## config.mk

```make
export PLATFORM = sky130hd
export DESIGN_NAME = cpu5_mem_arb
export DESIGN_NICKNAME = d
export VERILOG_FILES = /design/src/rtl/cpu5_mem_arb_pkg.sv /design/src/rtl/cpu5_mem_arb_wdog.sv /design/src/rtl/cpu5_mem_arb.sv
export SDC_FILE = /design/constraint.sdc
export NUM_CORES = 1
export LEC_CHECK = 0
export BUFFER_PORTS_ARGS = -buffer_cell sky130_fd_sc_hd__buf_4
export CORE_MARGIN = 10
export CORE_UTILIZATION = 43
export CTS_CLUSTER_SIZE = 10
export DETAILED_ROUTE_END_ITERATION = 10
export PLACE_DENSITY = 0.91
export REMOVE_ABC_BUFFERS = 1
export SETUP_SLACK_MARGIN = 0.1
export SYNTH_ARGS = -nofsm -noshare
export SYNTH_HDL_FRONTEND = slang
export SYNTH_SLANG_ARGS = --single-unit
```

## constraint.sdc

```tcl
create_clock -name clk -period 5.33 [get_ports clk]
set_input_delay 0.2665 -clock clk [delete_from_list [all_inputs] [get_ports clk]]
set_output_delay 0.2665 -clock clk [all_outputs]
set_load 0.01 [all_outputs]
```

## src/rtl/cpu5_mem_arb_pkg.sv

```systemverilog
// ============================================================================
// Module : cpu5_mem_arb_pkg
// Brief  : Shared defines, state encodings and widths for the cpu5 memory
//          arbiter. Optional feature macro: CPU5_MEM_ARB_TIMEOUT_EN.
// Rev    : 1.0 - initial release
// ============================================================================
`default_nettype none

`ifndef CPU5_XLEN
`define CPU5_XLEN 32
`endif
`ifndef CPU5_MEM_ARB_STATE_W
`define CPU5_MEM_ARB_STATE_W 2
`define CPU5_MEM_ARB_IDLE    2'd0
`define CPU5_MEM_ARB_BUSY_I  2'd1
`define CPU5_MEM_ARB_BUSY_D  2'd2
`define CPU5_MEM_ARB_STARVE_LIMIT 4
`define CPU5_MEM_ARB_TIMEOUT      64
`endif

package cpu5_mem_arb_pkg;

  typedef enum logic [`CPU5_MEM_ARB_STATE_W-1:0] {
    ST_IDLE   = `CPU5_MEM_ARB_IDLE,
    ST_BUSY_I = `CPU5_MEM_ARB_BUSY_I,
    ST_BUSY_D = `CPU5_MEM_ARB_BUSY_D
  } arb_state_t;

  localparam int C_STARVE_W = 4;
  localparam int C_WDOG_W   = 8;

endpackage

`default_nettype wire

```

## src/rtl/cpu5_mem_arb_wdog.sv

```systemverilog
// ============================================================================
// Module : cpu5_mem_arb_wdog
// Brief  : Per-transaction wait counter; flags expiry after TIMEOUT BUSY
//          cycles without ack. Built only with CPU5_MEM_ARB_TIMEOUT_EN.
// Rev    : 1.0 - initial release
// ============================================================================
`default_nettype none

module cpu5_mem_arb_wdog
  import cpu5_mem_arb_pkg::*;
#(
  parameter int TIMEOUT = `CPU5_MEM_ARB_TIMEOUT
) (
  input  logic clk,
  input  logic reset,
  input  logic start,
  input  logic busy,
  input  logic ack,
  output logic expire
);

  localparam logic [C_WDOG_W-1:0] C_LIMIT = C_WDOG_W'(TIMEOUT - 1);

  logic [C_WDOG_W-1:0] r_cnt;

  always_ff @(posedge clk or posedge reset) begin
    if (reset) begin
      r_cnt <= '0;
    end else if (start) begin
      r_cnt <= '0;
    end else if (busy && !ack && (r_cnt != C_LIMIT)) begin
      r_cnt <= r_cnt + 1'b1;
    end
  end

  assign expire = busy && (r_cnt == C_LIMIT);

endmodule

`default_nettype wire

```

## src/rtl/cpu5_mem_arb.sv

```systemverilog
// ============================================================================
// Module : cpu5_mem_arb
// Brief  : Two-port (fetch/data) to one-port memory arbiter, data priority
//          with starvation bound. Optional macro: CPU5_MEM_ARB_TIMEOUT_EN.
// Rev    : 1.0 - initial release
// ============================================================================
`default_nettype none

module cpu5_mem_arb
  import cpu5_mem_arb_pkg::*;
#(
  parameter int XLEN         = `CPU5_XLEN,
  parameter int STARVE_LIMIT = `CPU5_MEM_ARB_STARVE_LIMIT,
  parameter int TIMEOUT      = `CPU5_MEM_ARB_TIMEOUT
) (
  input  logic            clk,
  input  logic            reset,
  input  logic            i_req,
  input  logic [XLEN-1:0] i_addr,
  output logic [XLEN-1:0] i_rdata,
  output logic            i_ready,
  input  logic            d_req,
  input  logic            d_we,
  input  logic [XLEN-1:0] d_addr,
  input  logic [XLEN-1:0] d_wdata,
  output logic [XLEN-1:0] d_rdata,
  output logic            d_ready,
  output logic            m_req,
  output logic            m_we,
  output logic [XLEN-1:0] m_addr,
  output logic [XLEN-1:0] m_wdata,
  input  logic [XLEN-1:0] m_rdata,
  input  logic            m_ack,
  output logic            err
);

  generate
    if (STARVE_LIMIT < 1 || STARVE_LIMIT > 15 || TIMEOUT < 2 || TIMEOUT > 255) begin : g_bad_param
      $error("cpu5_mem_arb: STARVE_LIMIT or TIMEOUT out of range");
    end
  endgenerate

  localparam logic [C_STARVE_W-1:0] C_STARVE_MAX = C_STARVE_W'(STARVE_LIMIT);

  arb_state_t            r_state;
  arb_state_t            w_next_state;
  logic [C_STARVE_W-1:0] r_starve_cnt;
  logic [XLEN-1:0]       r_addr;
  logic [XLEN-1:0]       r_wdata;
  logic                  r_we;
  logic                  w_grant_i;
  logic                  w_grant_d;
  logic                  w_starved;
  logic                  w_busy;
  logic                  w_expire;
  logic                  w_done;
  logic                  w_abort;

  assign w_starved = (r_starve_cnt == C_STARVE_MAX);
  assign w_busy    = (r_state != ST_IDLE);
  assign w_done    = m_ack | w_expire;
  assign w_abort   = w_expire & ~m_ack;

`ifdef CPU5_MEM_ARB_TIMEOUT_EN
  cpu5_mem_arb_wdog #(
    .TIMEOUT (TIMEOUT)
  ) u_wdog (
    .clk    (clk),
    .reset  (reset),
    .start  (w_grant_i | w_grant_d),
    .busy   (w_busy),
    .ack    (m_ack),
    .expire (w_expire)
  );
`else
  assign w_expire = 1'b0;
`endif

  always_comb begin
    w_next_state = r_state;
    w_grant_i    = 1'b0;
    w_grant_d    = 1'b0;
    i_ready      = 1'b0;
    d_ready      = 1'b0;
    err          = 1'b0;
    case (r_state)
      ST_IDLE: begin
        if (d_req && !(i_req && w_starved)) begin
          w_grant_d    = 1'b1;
          w_next_state = ST_BUSY_D;
        end else if (i_req) begin
          w_grant_i    = 1'b1;
          w_next_state = ST_BUSY_I;
        end
      end
      ST_BUSY_I: begin
        i_ready = w_done;
        err     = w_abort;
        if (w_done) w_next_state = ST_IDLE;
      end
      ST_BUSY_D: begin
        d_ready = w_done;
        err     = w_abort;
        if (w_done) w_next_state = ST_IDLE;
      end
      default: w_next_state = ST_IDLE;
    endcase
  end

  // Counter only moves on grants, so it can never pass STARVE_LIMIT.
  always_ff @(posedge clk or posedge reset) begin
    if (reset) begin
      r_state      <= ST_IDLE;
      r_starve_cnt <= '0;
      r_addr       <= '0;
      r_wdata      <= '0;
      r_we         <= 1'b0;
    end else begin
      r_state <= w_next_state;
      if (w_grant_i) begin
        r_starve_cnt <= '0;
        r_addr       <= i_addr;
        r_wdata      <= '0;
        r_we         <= 1'b0;
      end else if (w_grant_d) begin
        r_addr  <= d_addr;
        r_wdata <= d_wdata;
        r_we    <= d_we;
        if (!i_req) begin
          r_starve_cnt <= '0;
        end else if (!w_starved) begin
          r_starve_cnt <= r_starve_cnt + 1'b1;
        end
      end
    end
  end

  assign m_req   = w_busy;
  assign m_we    = (r_state == ST_BUSY_D) & r_we;
  assign m_addr  = r_addr;
  assign m_wdata = r_wdata;
  assign i_rdata = w_abort ? '0 : m_rdata;
  assign d_rdata = w_abort ? '0 : m_rdata;

endmodule

`default_nettype wire

```

==> impl_results.md, run 1 <==
* Worst Path Arrival at 2650 ps
* Post-Synthesis Cells at 290
* Slew @ Worst Pin at 987 ps
* First drt pass iteration count at 4
* Layout Nets at 530
* Critical Path RT at 5590 ps
* PostCTS Resize Cnt at 0
* Area of the multi-input gates at 0.00108 mm2
* Max incr delay on CP at 700 ps
* Final hold vios at 0
* # fillers at 638
* Critical Path Sink Type: flip-flop
* Number of enable flip-flop cells after synthesis at 0
* TNS Setup at 0 ps
* Mapped Area at 0.00346 mm2
* Leakage at 0.00228 uW
* CTS buffer count at 9
* Ys flop type: dfrtp_1
* Critical R2R Launch: r_state[0]$_DFFE_PP0P_
* Area delta synth->final at 31.0%
* Period utilisation layout at 0.447
* Drt total wl at 11,700 um
* Fmax at 419 MHz
* Outcome: finished clean
* Die footprint at 0.0120 mm2
* Die Ht at 110 um
* Power after layout at 2640 uW
* Num rows at 32
* Slowest-stage cell, CP: a31oi_4
* Maximum vdd drop at 0.000280 V
* Yosys reg bits at 71
* Clk buf depth at 2
* Initial antenna violation count at 0
* Initial Utilization at 0.445
* Layout cells sized above 1 at 0.485
* CP Max Fanout at 36
* Antenna-violating nets left at 0
* Reg-to-reg critical path endpoint: m_addr[10]$_DFFE_PP0P_
* CTS tree: built
* Power per Cell Area at 582 mW/mm2
* Remaining DRCs at 0
* Min setup slack post-route at 2950 ps
* Synth Warn # at 0
* Min-delay src: d_wdata[4]
* Detail Placement HPWL at 9090 um
* Max-slew headroom at 0.341
* Clock Skews at 7.80 ps
* Mean post-synth cell area at 11.9 um2
* Launch point of the worst path: r_state[0]$_DFFE_PP0P_
* Share of the synthesized area in the top cell type at 0.514
* Slew Limit Fails at 0
* Post-CTS Hold Fix Bufs at 0
* CP endpoint: m_addr[10]$_DFFE_PP0P_
* WL per Instance at 23.6 um
* Grt ovf at 0
* Worst R2R Path Depth at 6
* Setup Viol. Count Final at 0
* Crit path time final at 2380 ps
* WS Path Type: reg2reg
* Vias per Instance at 5.48
* Worst reg-to-reg setup slack at 2950 ps
* Root Buffer: clkbuf_8
* Sequential area share after synthesis at 0.514
* Crit path launch type: flip-flop
* Dominant cell type by area after synthesis: dfrtp_1
* Clk sinks at 71
* Via count at 2,727
* Netlist cell types at 24
* IO Port Bufs at 169
* Sequential cell area at 0.00178 mm2
* Top Ports at 267
* CP Cell Sequence: inv_1, ha_1, nand2_1, a31oi_4, buf_4, a221o_1
* Worst-skew pair later-pin latency at 330 ps
* Max Cap Viol at 0
* Number of DRC markers in iteration 0 at 105
* CTS H-tree lvls at 3
* RSZ-0062 raised after global routing: false
* Die width at 110 um
* Core Region at 0.00777 mm2
* Top post-synthesis cells by area: dfrtp_1 (51%), buf_4 (15%), a221o_1 (9.3%)
* Pin count of the biggest net entering global routing at 72
* Worst Hold Class: in2reg
* Final RePlAce weighted congestion at 0.764
* Vias in the first global route at 2,906
* Post-synth ARST share at 1.00
* Pre-CTS WS at 2940 ps
* Setup bufs post-CTS at 0
* Clock-pin transition on the worst setup and hold timing paths at 70 ps
* First-pass GRT wire length at 16,700 um
* Antenna fix cells at 0
* GRT Overall Usage at 0.186
==> synthesized netlist by cell type, drive strengths merged (2+ instances only) <==
library cell and n:
a22o 35, buf 79, a221o 32, nand2 7
clkbuf 3, and2 35, o31ai 4, dfrtp 71
nand2b 2, ha 5, inv 7
==> cells by family after synthesis <==
logic type	Yosys count	share of synthesized area
buffers and inverters	89	0.182
AOI/OAI and AO/OA	76	0.202
DFF	71	0.514
and+or+nand+nor	47	0.0807
adders and majority gates	5	0.0181
xor gates and xnor gates	1	0.00253
other	1	0.00109
==> layout by cell type, fill, tap and decap left out, drive strengths merged, types with 2 or more instances in the layout <==
master and n:
buf 172, dfrtp 71, a22o 35, and2 35
a221o 32, clkbuf 11, nand2 7, inv 7
ha 5, o31ai 4, nand2b 2, bufinv 2
clkinv 2
==> cell type report <==
type | instances | area share
Sequential cell | 71 | 0.393
Timing Repair Buffer | 172 | 0.285
Multi-Input combinational cell | 130 | 0.239
Clock buffer | 11 | 0.0312
Tap cell | 102 | 0.0282
Clock inverter | 5 | 0.0180
Inverter | 7 | 0.00581
==> where the power goes <==
group	internal [uW]	switching [uW]
clock	277	194
sequential	799	157
combinational	637	571
==> worst min-delay path by stage <==
| stage | endpoint | cells after the start |
|---|---|---|
| 2_1_floorplan | r_we$_DFFE_PP0P_ | 1 |
| 3_3_place_gp | r_we$_DFFE_PP0P_ | 1 |
| 3_5_place_dp | m_wdata[18]$_DFFE_PP0P_ | 1 |
| 4_1_cts | m_wdata[20]$_DFFE_PP0P_ | 2 |
| 5_1_grt | m_wdata[4]$_DFFE_PP0P_ | 2 |
| 6_report | m_wdata[4]$_DFFE_PP0P_ | 2 |
==> stage by stage <==
| stage | instances | util | hold slack (ps) | cell area [um2] |
|---|---|---|---|---|
| 2_1_floorplan | 208 | - | 406 | 2850 |
| 4_1_cts | 498 | 0.583 | 133 | 4530 |
| 5_1_grt | 498 | 0.583 | 132 | 4530 |
| 3_5_place_dp | 482 | 0.554 | 485 | 4300 |
| 3_3_place_gp | 482 | 0.554 | 483 | 4300 |
| 6_report | 498 | 0.583 | 154 | 4530 |
==> sequential cells by signal, indices dropped and copies added (netlist names) <==
name / count
r_we: 1
r_state: 2
m_wdata: 32
m_addr: 32
r_starve_cnt: 4
==> metal layers <==
metal	up-vias	GRT usage	wire [um]
met4	0	0.0455	129
li1	1182	-	-
met1	1320	0.234	4920
met5	-	0.0546	0
met2	210	0.241	4670
met3	15	0.136	2020
==> critical path: cells and delay by family, from the launching register on <==
| kind | cells | cell delay (ps) |
|---|---|---|
| buffers and inverters | 2 | 570 |
| AND/OR/NAND/NOR | 1 | 130 |
| AO/OA/AOI/OAI | 2 | 930 |
| flip-flops | 1 | 400 |
| adder cells (fa/ha/maj) | 1 | 280 |
Note: power is estimated with default switching activity, not from simulation.
==> run 2: changes to the inputs <==
CORE_UTILIZATION = 36   (was 43)
PLACE_DENSITY = 0.82   (was 0.91)
clock period = 2.05 ns   (was 5.33 ns; I/O delays follow)
==> run 2 against run 1 <==
Die area increased by 16%. Worst hold slack got worse by 120 ps. Via count increased by 15%. Critical path depth decreased by 1. Sequential share of layout area decreased by 7.3 points. Sequential cell count unchanged. Clock skew increased by 2.4 ps. Cell count increased by 27%. Global-route usage increased by 1.8 points. Non-clock buffer count increased by 99. Design area increased by 23%. Critical path type unchanged. Critical endpoint is now m_addr[27]$_DFFE_PP0P_. Highest routed layer is now met5.
==> impl_results.md, run 2 (synthesized netlist as in run 1, its figures left out) <==
* Maximum vdd drop at 0.000845 V (+200%)
* Reg-to-reg critical path endpoint: m_addr[27]$_DFFE_PP0P_
* Max Cap Viol at 0 (unchanged)
* Clk sinks at 71 (unchanged)
* Min setup slack post-route at 207 ps (-2740 ps)
* Max-slew headroom at 0.160 (-0.180)
* Num rows at 35 (+9.4%)
* Die footprint at 0.0139 mm2 (+16%)
* Clk buf depth at 2 (unchanged)
* Layout cells sized above 1 at 0.396 (-0.0889)
* Max incr delay on CP at 410 ps (-290 ps)
* CP endpoint: m_addr[27]$_DFFE_PP0P_
* Detail Placement HPWL at 10,000 um (+10%)
* Core Region at 0.00928 mm2 (+20%)
* Pin count of the biggest net entering global routing at 72 (unchanged)
* Critical Path Sink Type: flip-flop
* Initial Utilization at 0.372 (-0.0727)
* GRT Overall Usage at 0.204 (+0.0183)
* Clock Skews at 10.2 ps (+2.43 ps)
* Setup Viol. Count Final at 0 (unchanged)
* CTS H-tree lvls at 3 (unchanged)
* Most common cell after layout, fill and taps aside: buf_4
* WS Path Type: reg2reg
* CTS tree: built
* Antenna-violating nets left at 0 (unchanged)
* WL per Instance at 23.3 um (-0.96%)
* CP Cell Sequence: inv_1, ha_1, o21ai_4, and2_0, a221o_1
* CTS buffer count at 9 (unchanged)
* Core Util, Final at 0.598 (+0.0153)
* Initial antenna violation count at 7 (+7)
* Leakage at 0.00269 uW (+18%)
* CP Max Fanout at 54 (+50%)
* Grt ovf at 0 (unchanged)
* Worst Path Arrival at 2060 ps (-590 ps)
* Outcome: finished clean
* Worst R2R Path Depth at 5 (-1)
* Commonest cells after routing, fill and taps aside: buf_4 (174), dlygate4sd3_1 (95), dfrtp_1 (71)
* Power after layout at 7010 uW (+170%)
* Vias in the first global route at 3,662 (+26%)
* Worst reg-to-reg setup slack at 210 ps (-2740 ps)
* RSZ-0062 raised after global routing: false
* Top Ports at 267 (unchanged)
* Slew Limit Fails at 0 (unchanged)
* Via count at 3,140 (+15%)
* Area delta synth->final at 60.6%
* Crit path launch type: flip-flop
* Worst Hold Class: in2reg
* Root Buffer: clkbuf_8
* Final hold vios at 0 (unchanged)
* Launch point of the worst path: r_state[0]$_DFFE_PP0P_
* Pre-CTS WS at 220 ps (-2720 ps)
* Critical Path RT at 2260 ps (-3330 ps)
* # fillers at 763 (+20%)
* Critical R2R Launch: r_state[0]$_DFFE_PP0P_
* Remaining DRCs at 0 (unchanged)
* Die width at 118 um (+7.6%)
* Fmax at 543 MHz (+29%)
* Die Ht at 118 um (+7.6%)
* Setup bufs post-CTS at 0 (unchanged)
* Layout Nets at 629 (+19%)
* Period utilisation layout at 0.899 (+0.452)
* Number of DRC markers in iteration 0 at 182 (+73%)
* First-pass GRT wire length at 22,000 um (+31%)
* IO Port Bufs at 169 (unchanged)
* Vias per Instance at 4.97 (-9.3%)
* Crit path time final at 1840 ps (-541 ps)
* Slew @ Worst Pin at 1250 ps (+268 ps)
* Final hold slack at 32.0 ps (-121 ps)
* Drt total wl at 14,700 um (+26%)
* Clock-pin transition on the worst setup and hold timing paths at 70 ps (about the same)
* Worst-skew pair later-pin latency at 340 ps (about the same)
* First drt pass iteration count at 4 (unchanged)
* Slowest-stage cell, CP: dfrtp_1
* Power per Cell Area at 1260 mW/mm2 (+120%)
* TNS Setup at 0 ps (unchanged)
* Final RePlAce weighted congestion at 0.711 (-6.9%)
==> run 2: cell count changes in the layout (fill, tap and decap cells not counted) <==
cell,before,now
diode_2,0,8
bufinv_16,2,1
clkinv_2,1,3
dlygate4sd3_1,0,95
buf_12,0,2
buf_4,172,174
clkbuf_8,10,9
==> run 2: where the power goes <==
part	leakage [uW]	total [uW]	internal (uW)	switching, uW
Combinational	0.00170	3380	1830	1550
Clock	0.0000961	1090	559	535
Sequential	0.000894	2530	2080	454
==> run 2: routing by layer <==
metal	routed length, um	global-route usage	vias up
met4	294	0.0881	2
met3	1890	0.134	24
met2	6360	0.283	213
met5	66	0.0441	-
met1	6140	0.237	1520
li1	-	-	1381
==> run 2: worst min path at each step <==
| stage | start | end | slack (ps) | cells after the start |
|---|---|---|---|---|
| 2_1_floorplan | m_rdata[0] | d_rdata[0] | 210 | 0 |
| 3_3_place_gp | reset | m_wdata[10]$_DFFE_PP0P_ | 210 | 3 |
| 3_5_place_dp | m_rdata[30] | i_rdata[30] | 210 | 0 |
| 4_1_cts | d_addr[30] | m_addr[30]$_DFFE_PP0P_ | 2 | 2 |
| 5_1_grt | d_addr[30] | m_addr[30]$_DFFE_PP0P_ | 10 | 2 |
| 6_report | d_addr[2] | m_addr[2]$_DFFE_PP0P_ | 30 | 2 |
==> run 2: layout make-up <==
class / count / area (um2) / share of cell area
antenna: 8 / 20.0 / 0.00361
sequential: 71 / 1780 / 0.320
tap: 129 / 161 / 0.0291
clock buffer: 10 / 128 / 0.0230
timing repair buffer: 271 / 2300 / 0.414
multi-input combinational: 130 / 1080 / 0.195
inverter: 7 / 26.3 / 0.00473
clock inverter: 6 / 61.3 / 0.0110
==> run 2: through the flow <==
stage                     instance area (um2)  instances
after floorplan                          2850        208
after global placement                   4390        513
after detailed placement                 4390        513
after CTS                                5530        624
after global routing                     5550        631
final                                    5550        632
==> run 2: timing repair <==
item / in CTS / in global routing
hold endpoints to repair: 135 / 0
setup endpoints to repair: 0 / 0
hold buffers: 95 / 0
gates resized for setup: 0 / 0
==> run 2: critical path: cells and delay by family, from the launching register on <==
family / cells / cell delay, ps
compound gates: 2 / 620
fa+ha+maj: 1 / 280
buf+inv: 1 / 90
flops: 1 / 410
simple gates: 1 / 330
==> run 3: changes to the inputs <==
BUFFER_PORTS_ARGS = -buffer_cell sky130_fd_sc_hd__buf_2   (was -buffer_cell sky130_fd_sc_hd__buf_4)
CORE_AREA = 2 2 104 106   (was default)
CORE_MARGIN = default   (was 10)
CORE_UTILIZATION = default   (was 36)
DIE_AREA = 0 0 106 108   (was default)
PLACE_DENSITY = 0.77   (was 0.82)
==> run 3 against run 2 <==
Clock-buffer cell count grew 2. Critical path type unchanged. Largest cell class unchanged. Non-clock buffer count grew 2. Clock power shrank 4%. Sequential cell count is the same. Largest power group unchanged. Maximum frequency grew 3.2%. Register-to-register slack gained 60 ps. Design area shrank 7.1%.
==> impl_results.md, run 3 (synthesized netlist as in run 1, its figures left out) <==
* Root Buffer: clkbuf_8
* Setup Viol. Count Final at 0 (unchanged)
* Design Area, Final at 0.00516 mm2 (-7.1%)
* Leakage at 0.00258 uW (-4.2%)
* Met1 Routed Length at 5570 um (-9.3%)
* CTS buffer count at 9 (unchanged)
* CP top delay family: buffers and inverters
* WL met3 at 2270 um (+20%)
* Worst Hold Class: in2reg
* Slew @ Worst Pin at 767 ps (-488 ps)
* Worst-skew pair later-pin latency at 350 ps (about the same)
* Max Cap Viol at 0 (unchanged)
* Initial Utilization at 0.338 (-0.0345)
* Int Power at 4050 uW (-9.4%)
* Antenna-violating nets left at 0 (unchanged)
* Final hold slack at 33.8 ps (+1.73 ps)
* Pre-CTS WS at 204 ps (-16.2 ps)
* Maximum vdd drop at 0.000702 V (-17%)
* Crit path time final at 1790 ps (-56.8 ps)
* Vias per Instance at 4.99 (+0.42%)
* Reg power frac at 0.378 (+0.017)
* First drt pass iteration count at 4 (unchanged)
* Area delta synth->final at 49.2%
* Fmax at 560 MHz (+3.2%)
* Layout Nets at 632 (+0.48%)
* CP Cell Sequence: inv_1, ha_2, nand2_1, a31oi_4, buf_4, a221o_1
* Dpl cell area at 0.00398 mm2 (-9.4%)
* Die width at 106 um (-10%)
* CP Max Fanout at 26 (-52%)
* Top Ports at 267 (unchanged)
* WS Path Type: reg2reg
* Clock-pin transition on the worst setup and hold timing paths at 80 ps (about the same)
* Drt total wl at 15,300 um (+3.4%)
* Max incr delay on CP at 410 ps (about the same)
* Period utilisation layout at 0.871 (-0.0277)
* Commonest cells after routing, fill and taps aside: buf_2 (169), dlygate4sd3_1 (97), dfrtp_1 (71)
* GRT Overall Usage at 0.261 (+0.0569)
* Num rows at 37 (+5.7%)
* Comb pwr share at 0.461 (-0.022)
* Switch Pwr at 2480 uW (-2.7%)
* Core Region at 0.0102 mm2 (+10%)
* WL per Instance at 24.0 um (+3.0%)
* Slew Limit Fails at 0 (unchanged)
* Critical Path RT at 2330 ps (+70 ps)
* Clock Skews at 8.05 ps (-2.18 ps)
* Clk buf depth at 2 (unchanged)
* Initial antenna violation count at 2 (-5)
* Remaining DRCs at 0 (unchanged)
* Detail Placement HPWL at 10,300 um (+3.2%)
* Power per Cell Area at 1260 mW/mm2 (+0.16%)
* Final RePlAce weighted congestion at 0.876 (+23%)
* Buf+Inv Stages, Crit Path at 2 (+1)
* TNS Setup at 0 ps (unchanged)
* Sw Ratio at 0.380 (+0.0168)
* Clock share of power at 0.161 (+0.005)
* Critical Path Sink Type: flip-flop
* Die Ht at 108 um (-8.5%)
* Final hold vios at 0 (unchanged)
* Most common cell after layout, fill and taps aside: buf_2
* Max-slew headroom at 0.487 (+0.326)
* Clk sinks at 71 (unchanged)
* RSZ-0062 raised after global routing: false
* Slowest-stage cell, CP: dfrtp_1
* Via count at 3,168 (+0.89%)
* Top sig layer: met5
* Grt ovf at 0 (unchanged)
* Pin count of the biggest net entering global routing at 51 (-29%)
* Number of DRC markers in iteration 0 at 250 (+37%)
* Die footprint at 0.0114 mm2 (-18%)
* IO Port Bufs at 169 (unchanged)
* Outcome: finished clean
* Power after layout at 6520 uW (-7.0%)
* Worst Path Arrival at 2070 ps (about the same)
* Crit path launch type: flip-flop
* First-pass GRT wire length at 21,100 um (-3.7%)
* Min setup slack post-route at 264 ps (+56.8 ps)
* CTS tree: built
* Vias in the first global route at 3,417 (-6.7%)
* Metal2 WL at 6260 um (-1.5%)
* Layout cells sized above 1 at 0.398 (+0.00243)
* CTS H-tree lvls at 3 (unchanged)
==> run 3: cell count changes in the layout (fill, tap and decap cells not counted), moves of 2 or more <==
| cell | before | now |
|---|---|---|
| buf_2 | 0 | 169 |
| buf_4 | 174 | 5 |
| clkbuf_8 | 9 | 12 |
| diode_2 | 8 | 2 |
| dlygate4sd3_1 | 95 | 97 |
==> run 3: area by class of cell <==
type | count | area (um2)
antenna | 2 | 5.00
clock buffer | 12 | 165
clock inverter | 3 | 17.5
fill | 861 | 5070
inverter | 7 | 27.5
multi-input combinational | 131 | 1100
sequential | 71 | 1780
tap | 136 | 170
timing repair buffer | 273 | 1890
==> run 3: worst register-to-register path: stages, from the launching register on <==
cell,delay [ps]
dfrtp_1,410
inv_1,100
ha_2,310
nand2_1,130
a31oi_4,200
buf_4,320
a221o_1,240
==> run 3: routing by layer <==
| metal | up-vias | track usage |
|---|---|---|
| met5 | - | 0.0580 |
| met4 | 2 | 0.203 |
| met3 | 52 | 0.173 |
| met2 | 239 | 0.365 |
| met1 | 1492 | 0.271 |
| li1 | 1383 | - |
==> run 3: stage by stage <==
stage           util  std cells
2_1_floorplan      -        208
3_5_place_dp   0.389        520
4_1_cts        0.502        632
6_report       0.504        635
3_3_place_gp   0.389        520
5_1_grt        0.504        634
==> run 3: what timing repair did <==
action | CTS | global route
hold buffers | 97 | 0
buffers inserted | 0 | 0
endpoints found under the setup margin | 0 | 52
gates resized for setup | 0 | 2
hold endpoints to repair | 95 | 0
==> run 3: final timing paths <==
kind | slack, ps | to | cells past startpoint | start
min in group asynchronous | 340 | m_wdata[26]$_DFFE_PP0P_ | 3 | reset
max reg2reg | 260 | m_addr[18]$_DFFE_PP0P_ | 6 | r_state[1]$_DFFE_PP0P_
max in group asynchronous | 1120 | m_addr[3]$_DFFE_PP0P_ | 4 | reset
max | 260 | m_addr[18]$_DFFE_PP0P_ | 6 | r_state[1]$_DFFE_PP0P_
min reg2reg | 500 | m_wdata[1]$_DFFE_PP0P_ | 1 | m_wdata[1]$_DFFE_PP0P_
min | 30 | m_addr[24]$_DFFE_PP0P_ | 2 | d_addr[24]
==> run 3: power by group through the flow <==
stage          logic, uW  clock network, uW  registers [uW]
2_1_floorplan       1250                  0            2730
3_3_place_gp        2700                  0            2450
3_5_place_dp        2790                  0            2450
4_1_cts             2940               1090            2450
5_1_grt             3270               1130            2540
6_report            3010               1050            2460
